<file path="config.mk">
export PLATFORM = sky130hd
export DESIGN_NAME = output_writeback_fifo
export DESIGN_NICKNAME = d
export VERILOG_FILES = /design/src/rtl/output_writeback_fifo.sv
export SDC_FILE = /design/constraint.sdc
export NUM_CORES = 1
export LEC_CHECK = 0
export CORE_AREA = 5 5 333 335
export CTS_CLUSTER_SIZE = 25
export DETAILED_ROUTE_END_ITERATION = 8
export DIE_AREA = 0 0 338 340
export PLACE_DENSITY = 0.71
export SYNTH_ARGS = -nofsm -noshare
export SYNTH_HDL_FRONTEND = slang
export SYNTH_SLANG_ARGS = --single-unit
</file>
<file path="constraint.sdc">
create_clock -name clk -period 8.6 [get_ports clk]
set_input_delay 0.86 -clock clk [delete_from_list [all_inputs] [get_ports clk]]
set_output_delay 0.86 -clock clk [all_outputs]
set_load 0.05 [all_outputs]
</file>
<file path="src/rtl/output_writeback_fifo.sv">
// Write-back buffer between the accelerator core and the L2 streamer.
// Absorbs core write-backs in a FWFT FIFO and tracks end-of-network drain.
//
// Ports:
//   clk, reset (async, active-low), clear (sync flush)
//   wr_output_enable/addr/data : write-back triple from the core
//   finished_network           : core done (level or pulse, edge-detected)
//   out_valid/ready/addr/data  : head of FIFO as a valid/ready stream
//   out_last                   : final beat of the drain
//   level, almost_full, overflow (sticky), busy, drain_done (1-cycle)
// Optional: OUTPUT_WRITEBACK_ADDR_WINDOW_EN adds win_base/win_limit inputs
//   and filtered_cnt; out-of-window writes are discarded and counted.

module output_writeback_fifo #(
    parameter int DATA_WIDTH   = 64,
    parameter int ADDR_WIDTH   = 32,
    parameter int FIFO_DEPTH   = 16,
    parameter int AFULL_THRESH = 12
) (
    input  logic                            clk,
    input  logic                            reset,
    input  logic                            clear,
    input  logic                            wr_output_enable,
    input  logic [ADDR_WIDTH-1:0]           wr_output_addr,
    input  logic [DATA_WIDTH-1:0]           wr_output_data,
    input  logic                            finished_network,
`ifdef OUTPUT_WRITEBACK_ADDR_WINDOW_EN
    input  logic [ADDR_WIDTH-1:0]           win_base,
    input  logic [ADDR_WIDTH-1:0]           win_limit,
    output logic [15:0]                     filtered_cnt,
`endif
    output logic                            out_valid,
    input  logic                            out_ready,
    output logic [ADDR_WIDTH-1:0]           out_addr,
    output logic [DATA_WIDTH-1:0]           out_data,
    output logic                            out_last,
    output logic [$clog2(FIFO_DEPTH):0]     level,
    output logic                            almost_full,
    output logic                            overflow,
    output logic                            busy,
    output logic                            drain_done
);

    localparam int PW = $clog2(FIFO_DEPTH);
    localparam int LW = PW + 1;
    localparam int EW = ADDR_WIDTH + DATA_WIDTH;
    localparam logic [LW-1:0] DEPTH_L = LW'(FIFO_DEPTH);
    localparam logic [LW-1:0] AFULL_L = LW'(AFULL_THRESH);

    typedef enum logic [1:0] {
        IDLE  = 2'd0,
        RUN   = 2'd1,
        DRAIN = 2'd2,
        DONE  = 2'd3
    } state_t;

    logic [EW-1:0] mem_q [FIFO_DEPTH];
    logic [PW-1:0] rd_ptr_q, wr_ptr_q;
    logic [LW-1:0] level_q, level_d;
    logic          overflow_q;
    logic          fin_q;
    state_t        state_q;

    logic cand, push, pop, full, fin_rise;
    logic [EW-1:0] head;

`ifdef OUTPUT_WRITEBACK_ADDR_WINDOW_EN
    logic        in_win;
    logic [15:0] filt_q;

    assign in_win = (wr_output_addr >= win_base) &&
                    (wr_output_addr <= win_limit);
    assign cand   = wr_output_enable && in_win;

    always_ff @(posedge clk or negedge reset) begin
        if (!reset) begin
            filt_q <= '0;
        end else if (clear) begin
            filt_q <= '0;
        end else if (wr_output_enable && !in_win && filt_q != 16'hFFFF) begin
            filt_q <= filt_q + 16'd1;
        end
    end

    assign filtered_cnt = filt_q;
`else
    assign cand = wr_output_enable;
`endif

    assign full     = (level_q == DEPTH_L);
    assign out_valid = (level_q != '0);
    assign pop      = out_valid && out_ready;
    // A full FIFO still accepts a write when the head leaves this cycle.
    assign push     = cand && (!full || pop);
    // Edge detect so a level-held finish does not re-arm after DONE.
    assign fin_rise = finished_network && !fin_q;

    assign head     = mem_q[rd_ptr_q];
    assign out_addr = out_valid ? head[EW-1:DATA_WIDTH] : '0;
    assign out_data = out_valid ? head[DATA_WIDTH-1:0] : '0;

    always_comb begin
        level_d = level_q;
        if (push && !pop) begin
            level_d = level_q + LW'(1);
        end else if (pop && !push) begin
            level_d = level_q - LW'(1);
        end
    end

    always_ff @(posedge clk) begin
        if (push && !clear) begin
            mem_q[wr_ptr_q] <= {wr_output_addr, wr_output_data};
        end
    end

    always_ff @(posedge clk or negedge reset) begin
        if (!reset) begin
            rd_ptr_q   <= '0;
            wr_ptr_q   <= '0;
            level_q    <= '0;
            overflow_q <= 1'b0;
            fin_q      <= 1'b0;
            state_q    <= IDLE;
        end else begin
            fin_q <= finished_network;
            if (clear) begin
                rd_ptr_q   <= '0;
                wr_ptr_q   <= '0;
                level_q    <= '0;
                overflow_q <= 1'b0;
                state_q    <= IDLE;
            end else begin
                if (push) wr_ptr_q <= wr_ptr_q + PW'(1);
                if (pop)  rd_ptr_q <= rd_ptr_q + PW'(1);
                level_q <= level_d;
                if (cand && !push) overflow_q <= 1'b1;
                unique case (state_q)
                    IDLE: begin
                        if (fin_rise)  state_q <= DRAIN;
                        else if (cand) state_q <= RUN;
                    end
                    RUN: begin
                        if (fin_rise) state_q <= DRAIN;
                    end
                    DRAIN: begin
                        if (level_q == '0 && !push) state_q <= DONE;
                    end
                    DONE: begin
                        state_q <= IDLE;
                    end
                    default: state_q <= IDLE;
                endcase
            end
        end
    end

    assign level       = level_q;
    assign almost_full = (level_q >= AFULL_L);
    assign overflow    = overflow_q;
    assign busy        = (state_q != IDLE);
    assign drain_done  = (state_q == DONE);
    assign out_last    = (state_q == DRAIN) && (level_q == LW'(1)) &&
                         !wr_output_enable;

endmodule

</file>
==> results_dict.tcl, run 1 <==
set metrics [dict create \
    cts_root_buffer "clkbuf_16" \
    detail-route-antenna-nets 0 \
    cts_tree "done" \
    slowest_delay_ps 930 \
    powerDensity_nw_per_um2 295 \
    clk_pin_slew_ps 60 \
    cts_hold_buf 0 \
    core_um2 108000 \
    hold_viol_final 0 \
    syn_to_final_growth_pct 14.7 \
    antenna_found_initial 21 \
    ir_worst_vdd_mv 0.332 \
    clk_latency_ps 760 \
    finalCritPeriodShare 0.706 \
    synth.top_cells.by_count "edfxtp_1, mux4_2, a22oi_1, nand2_1, clkbuf_1" \
    fin_skew_ps 35.3 \
    grt_pass1_wl_mm 194 \
    min_period_ps 6070 \
    yosys_register_bits 1553 \
    status "complete, no violations" \
    clock_sinks 1553 \
    synth.most_common_cell "edfxtp_1" \
    fillCellCount 7081 \
    netlist_area_um2 58800 \
    h-tree-depth 4 \
    tightest_slew_ps 1250 \
    die-area_um2 115000 \
    synth-edff-count 1536 \
    power.leakage_nw 20.6 \
    max_freq_mhz 165 \
    arrival_ps 5210 \
    vias 27458 \
    core.rowCount 121 \
    wl_per_cell_um 30.3 \
    grt_pass1_vias 29192 \
    viasPerCell 6.37 \
    critPathSlowestCell "dfrtp_4" \
    grt_use_total 0.232 \
    setup-tns-final_ps 0 \
    async_reset_ff_frac 0.0109 \
    yosysTopAreaCellShare 0.785 \
    grt_overflow 0 \
    post_cts_buffers 0 \
    hp-class "register to register" \
    postSynthCellCount 2501 \
    synthTopCellsByArea "edfxtp_1, mux4_2, a22oi_1" \
    synth_fp_nets 2617 \
    io-pin-count 209 \
    cp-end-kind "primary output" \
    final_cells 4313 \
    critPathMaxFanout 85 \
    worst-setup-path-type "register to primary output" \
    crit_chain "buf_12 -> buf_4 -> mux4_2 -> a22oi_2 -> nand2_1 -> clkdlybuf4s50_1" \
    drt-total-wl_mm 131 \
    drtIter0Drc 2974 \
    regArea_um2 46600 \
    ys_types 44 \
    drive_gt1_frac 0.244 \
    cts_buffers 151 \
    die_h_um 340 \
    yosysTopAreaCell "edfxtp_1" \
    ys_seq_area_frac 0.792 \
    initial_utilization 0.545 \
    cap_violations 0 \
    io_buffers 208 \
    slew_violations 0 \
    grt_max_degree 139 \
    place_congestion 0.773 \
    rsz0062_at_grt "no" \
    drcViolationCount 0 \
    ys_warn_count 0 \
    avgSynthCellArea_um2 23.5 \
    setup_viol 0 \
    drt_pass1_iterations 5 \
    place_inst 4027 \
    clock_path_buffers 3 \
    synth_ff_type "edfxtp_1" \
    multiInputGateArea_um2 11600 \
    slew_headroom 0.167 \
    hpwl_mm 65.9 \
    worst_setup_path_start_kind "register" \
    crit_required_ps 7740 \
    cts_resized 0 \
    die_w_um 338 \
    layout.nets 2882 \
]
[metal layers]
layer  share of wire  vias to the layer above  global-route usage
met1            0.39                    14763               0.323
met5         0.00062                        -                   0
met2            0.51                     1197               0.381
met4           0.019                       12              0.0618
li1                -                    11276                   -
met3           0.080                      210              0.0491
[layout by cell type, fill, tap and decap left out, drive strengths merged, types with 5 or more instances in the layout]
cell type,count
nand2,103
nor2b,7
nand3,5
nor2,29
clkinv,63
inv,17
diode,12
bufinv,13
a21oi,5
clkdlybuf4s50,208
clkbuf,191
nor3,9
dfrtp,17
mux4,384
buf,43
a22oi,190
o21ai,6
ha,14
edfxtp,1536
[final cells by class]
cell class                      instances  share of cell area
Clock buffer                          191              0.0599
Inverter                               11            0.000613
Antenna cell                           12            0.000446
Sequential cell                      1553               0.691
Multi-Input combinational cell        798               0.173
Timing Repair Buffer                  251              0.0375
Clock inverter                         83              0.0113
Tap cell                             1414              0.0263
[worst max-delay path: cells and delay by family, from the launching register on]
kind                   cells  cell delay [ps]
multiplexers               1              620
AO/OA/AOI/OAI              1              190
AND/OR/NAND/NOR            1              200
flip-flops                 1              930
buffers and inverters      3             2280
[logic make-up after synthesis]
| logic type | count (synthesis) | synth area share |
|---|---|---|
| adder cells (fa/ha/maj) | 14 | 0.00298 |
| multiplexers | 388 | 0.148 |
| flip-flops | 1553 | 0.792 |
| AO/OA/AOI/OAI | 217 | 0.0307 |
| buffers and inverters | 150 | 0.0121 |
| AND/OR/NAND/NOR | 172 | 0.0130 |
| XOR/XNOR | 7 | 0.00104 |
[metrics by stage]
step	utilization	area, um^2	hold WS, ps	setup slack (ps)	total power [W]
3_5_place_dp	0.580	62600	545	3230	0.0137
3_3_place_gp	0.580	62600	523	3260	0.0136
6_report	0.625	67400	571	2530	0.0199
4_1_cts	0.625	67400	559	2380	0.0201
5_1_grt	0.625	67400	596	2060	0.0206
2_1_floorplan	-	58800	563	2250	0.0120
[sequential cells by signal, summed over array words and instances (netlist names)]
signal / count
state_q: 2
fin_q: 1
wr_ptr_q: 4
mem_q: 1536
rd_ptr_q: 4
level: 5
overflow: 1
[report_power, final]
| part | switching [W] | total (W) | internal [W] | leakage [nW] |
|---|---|---|---|---|
| Sequential | 0.000110 | 0.00853 | 0.00842 | 14.1 |
| Combinational | 0.00319 | 0.00495 | 0.00175 | 4.22 |
| Clock | 0.00271 | 0.00642 | 0.00371 | 2.36 |
[path summary, 6_finish.rpt]
path	start	endpoint	slack [ps]	cells past startpoint
worst min-delay path	overflow$_DFFE_PN0P_	overflow$_DFFE_PN0P_	570	2
min in group asynchronous	reset	level[4]$_DFFE_PN0P_	610	1
worst max-delay path	rd_ptr_q[0]$_DFFE_PN0P_	out_data[43]	2530	6
max in group asynchronous	reset	rd_ptr_q[0]$_DFFE_PN0P_	7360	1
worst min register to register	overflow$_DFFE_PN0P_	overflow$_DFFE_PN0P_	570	2
worst max register to register	level[0]$_DFFE_PN0P_	mem_q[12][80]$_DFFE_PP_	4370	8
Note: power is estimated with default switching activity, not from simulation.
==> run 2, diff against run 1 <==
--- a/config.mk
+++ b/config.mk
@@ -5,11 +5,11 @@
 export SDC_FILE = /design/constraint.sdc
 export NUM_CORES = 1
 export LEC_CHECK = 0
-export CORE_AREA = 5 5 333 335
+export CORE_AREA = 5 5 317 319
 export CTS_CLUSTER_SIZE = 25
 export DETAILED_ROUTE_END_ITERATION = 8
-export DIE_AREA = 0 0 338 340
-export PLACE_DENSITY = 0.71
+export DIE_AREA = 0 0 322 324
+export PLACE_DENSITY = 0.75
 export SYNTH_ARGS = -nofsm -noshare
 export SYNTH_HDL_FRONTEND = slang
 export SYNTH_SLANG_ARGS = --single-unit
==> constraint.sdc (replaced) <==
create_clock -name clk -period 5.89 [get_ports clk]
set_input_delay 0.589 -clock clk [delete_from_list [all_inputs] [get_ports clk]]
set_output_delay 0.589 -clock clk [all_outputs]
set_load 0.05 [all_outputs]
==> results_dict.tcl, run 2 (synthesis results as in run 1) <==
set metrics [dict create \
    status "complete, no violations" \
    initial_utilization 0.602 \
    cap_violations 0 \
    clock_sinks 1553 \
    drcViolationCount 0 \
    final_common_cell "edfxtp_1" \
    max_freq_mhz 202 \
    die_h_um 324 \
    post_cts_buffers 0 \
    place_inst 3913 \
    place_congestion 0.787 \
    powerDensity_nw_per_um2 429 \
    viasPerCell 6.59 \
    hpwl_mm 66.5 \
    worst_setup_path_start_kind "register" \
    grt_use_total 0.255 \
    fin_skew_ps 19.9 \
    cts_buffers 150 \
    antenna_found_initial 12 \
    rsz0062_at_grt "no" \
    min_period_ps 4950 \
    layout.nets 2894 \
    clk_pin_slew_ps 60 \
    p_sw_frac 0.301 \
    grt_busiest_layer "met2" \
    io_buffers 208 \
    worst-setup-path-type "register to primary output" \
    fillCellCount 5619 \
    top_register "mem_q" \
    setup_viol 0 \
    slew_headroom 0.192 \
    drive_gt1_frac 0.249 \
    cp-end-kind "primary output" \
    grt_use_met3 0.0488 \
    cts_root_buffer "clkbuf_16" \
    core_um2 97600 \
    use_met1 0.350 \
    drt-total-wl_mm 131 \
    crit_required_ps 5300 \
    io-pin-count 209 \
    cts_resized 0 \
    drtIter0Drc 3062 \
    hold_viol_final 0 \
    grt_max_degree 105 \
    setup_ws_ps 935 \
    die-area_um2 104000 \
    critPathMaxFanout 42 \
    mostFrequentLayoutCells "edfxtp_1, mux4_2, clkdlybuf4s50_1" \
    ir_worst_vdd_mv 0.551 \
    core.rowCount 115 \
    seqPwrFrac 0.429 \
    hp-class "primary input to async pin" \
    detail-route-antenna-nets 0 \
    power.leakage_nw 20.8 \
    slowest_delay_ps 820 \
    vias 27649 \
    tightest_slew_ps 1210 \
    pwr-share-comb 0.249 \
    grt_pass1_vias 29081 \
    netSwitchingPower_w 0.00872 \
    final_cells 4198 \
    wl_per_cell_um 31.3 \
    final_util 0.693 \
    place_ws_ps 1590 \
    h-tree-depth 4 \
    cts_tree "done" \
    p_int_w 0.0203 \
    grt_overflow 0 \
    crit_chain "inv_1 -> ha_1 -> nor4b_4 -> inv_2 -> and3_4 -> buf_4 -> a22oi_1 -> nand2_1 -> clkdlybuf4s50_1" \
    clkPwrFrac 0.322 \
    grt_pass1_wl_mm 193 \
    setup-tns-final_ps 0 \
    arrival_ps 4370 \
    slew_violations 0 \
    largest_reg_flops 1536 \
    syn_to_final_growth_pct 15.0 \
    cts_hold_buf 0 \
    drt_pass1_iterations 5 \
    clock_path_buffers 3 \
    die_w_um 322 \
    grtUsageMet2 0.434 \
    clk_latency_ps 740 \
    finalCritPeriodShare 0.841 \
    critPathSlowestCell "clkdlybuf4s50_1" \
]
run 2: changes by cell type in the layout (fill, tap and decap cells not counted), sizes merged:
| cell | before | now |
|---|---|---|
| buf | 43 | 56 |
| clkbuf | 191 | 182 |
| clkinvlp | 1 | 5 |
| clkinv | 63 | 66 |
| inv | 17 | 19 |
| diode | 12 | 11 |
run 2: layout make-up:
class	instances	area, um^2	area share
Sequential cell	1553	46600	0.689
Multi-Input combinational cell	798	11600	0.172
Clock buffer	182	3960	0.0586
Timing Repair Buffer	264	2900	0.0430
Tap cell	1287	1610	0.0238
Clock inverter	92	825	0.0122
Inverter	11	41.3	0.000611
Antenna cell	11	27.5	0.000407
run 2: layer usage:
metal  routed length, um  share of wire
met3               10800          0.082
met4                2440          0.019
met2               68800           0.52
met5                  41        0.00031
met1               49200           0.38
run 2: through the flow:
stage	hold WS [ps]	cell area [um^2]	power, W
global route	384	67600	0.0300
floorplan	293	58800	0.0175
CTS	323	67500	0.0292
global placement	522	62800	0.0198
finish	362	67600	0.0290
detailed placement	524	62800	0.0199
run 2: critical path, delay by kind of cell, from the launching register on:
family | cells | cell delay (ps)
buf+inv | 4 | 1670
simple gates | 3 | 1040
flops | 1 | 490
fa+ha+maj | 1 | 240
compound gates | 1 | 160
run 2: path summary, 6_finish.rpt:
kind                            slack, ps                      end            startpoint  cells past startpoint
worst min register to register        530     overflow$_DFFE_PN0P_  overflow$_DFFE_PN0P_                      2
min in group clk                      400          fin_q$_DFF_PN0_      finished_network                      1
worst min-delay path                  360     level[4]$_DFFE_PN0P_                 reset                      1
worst max-delay path                  940             out_data[58]  level[0]$_DFFE_PN0P_                      9
worst max register to register       2140  mem_q[12][82]$_DFFE_PP_  level[0]$_DFFE_PN0P_                      7
max in group asynchronous            4860  rd_ptr_q[3]$_DFFE_PN0P_                 reset                      1
run 2: power groups by stage:
stage	clock (W)	combinational [W]	sequential, W
after global placement	0	0.00716	0.0127
after detailed placement	0	0.00725	0.0127
final	0.00933	0.00722	0.0124
after floorplan	0	0.00484	0.0126
after CTS	0.00945	0.00732	0.0124
after global routing	0.00997	0.00758	0.0125
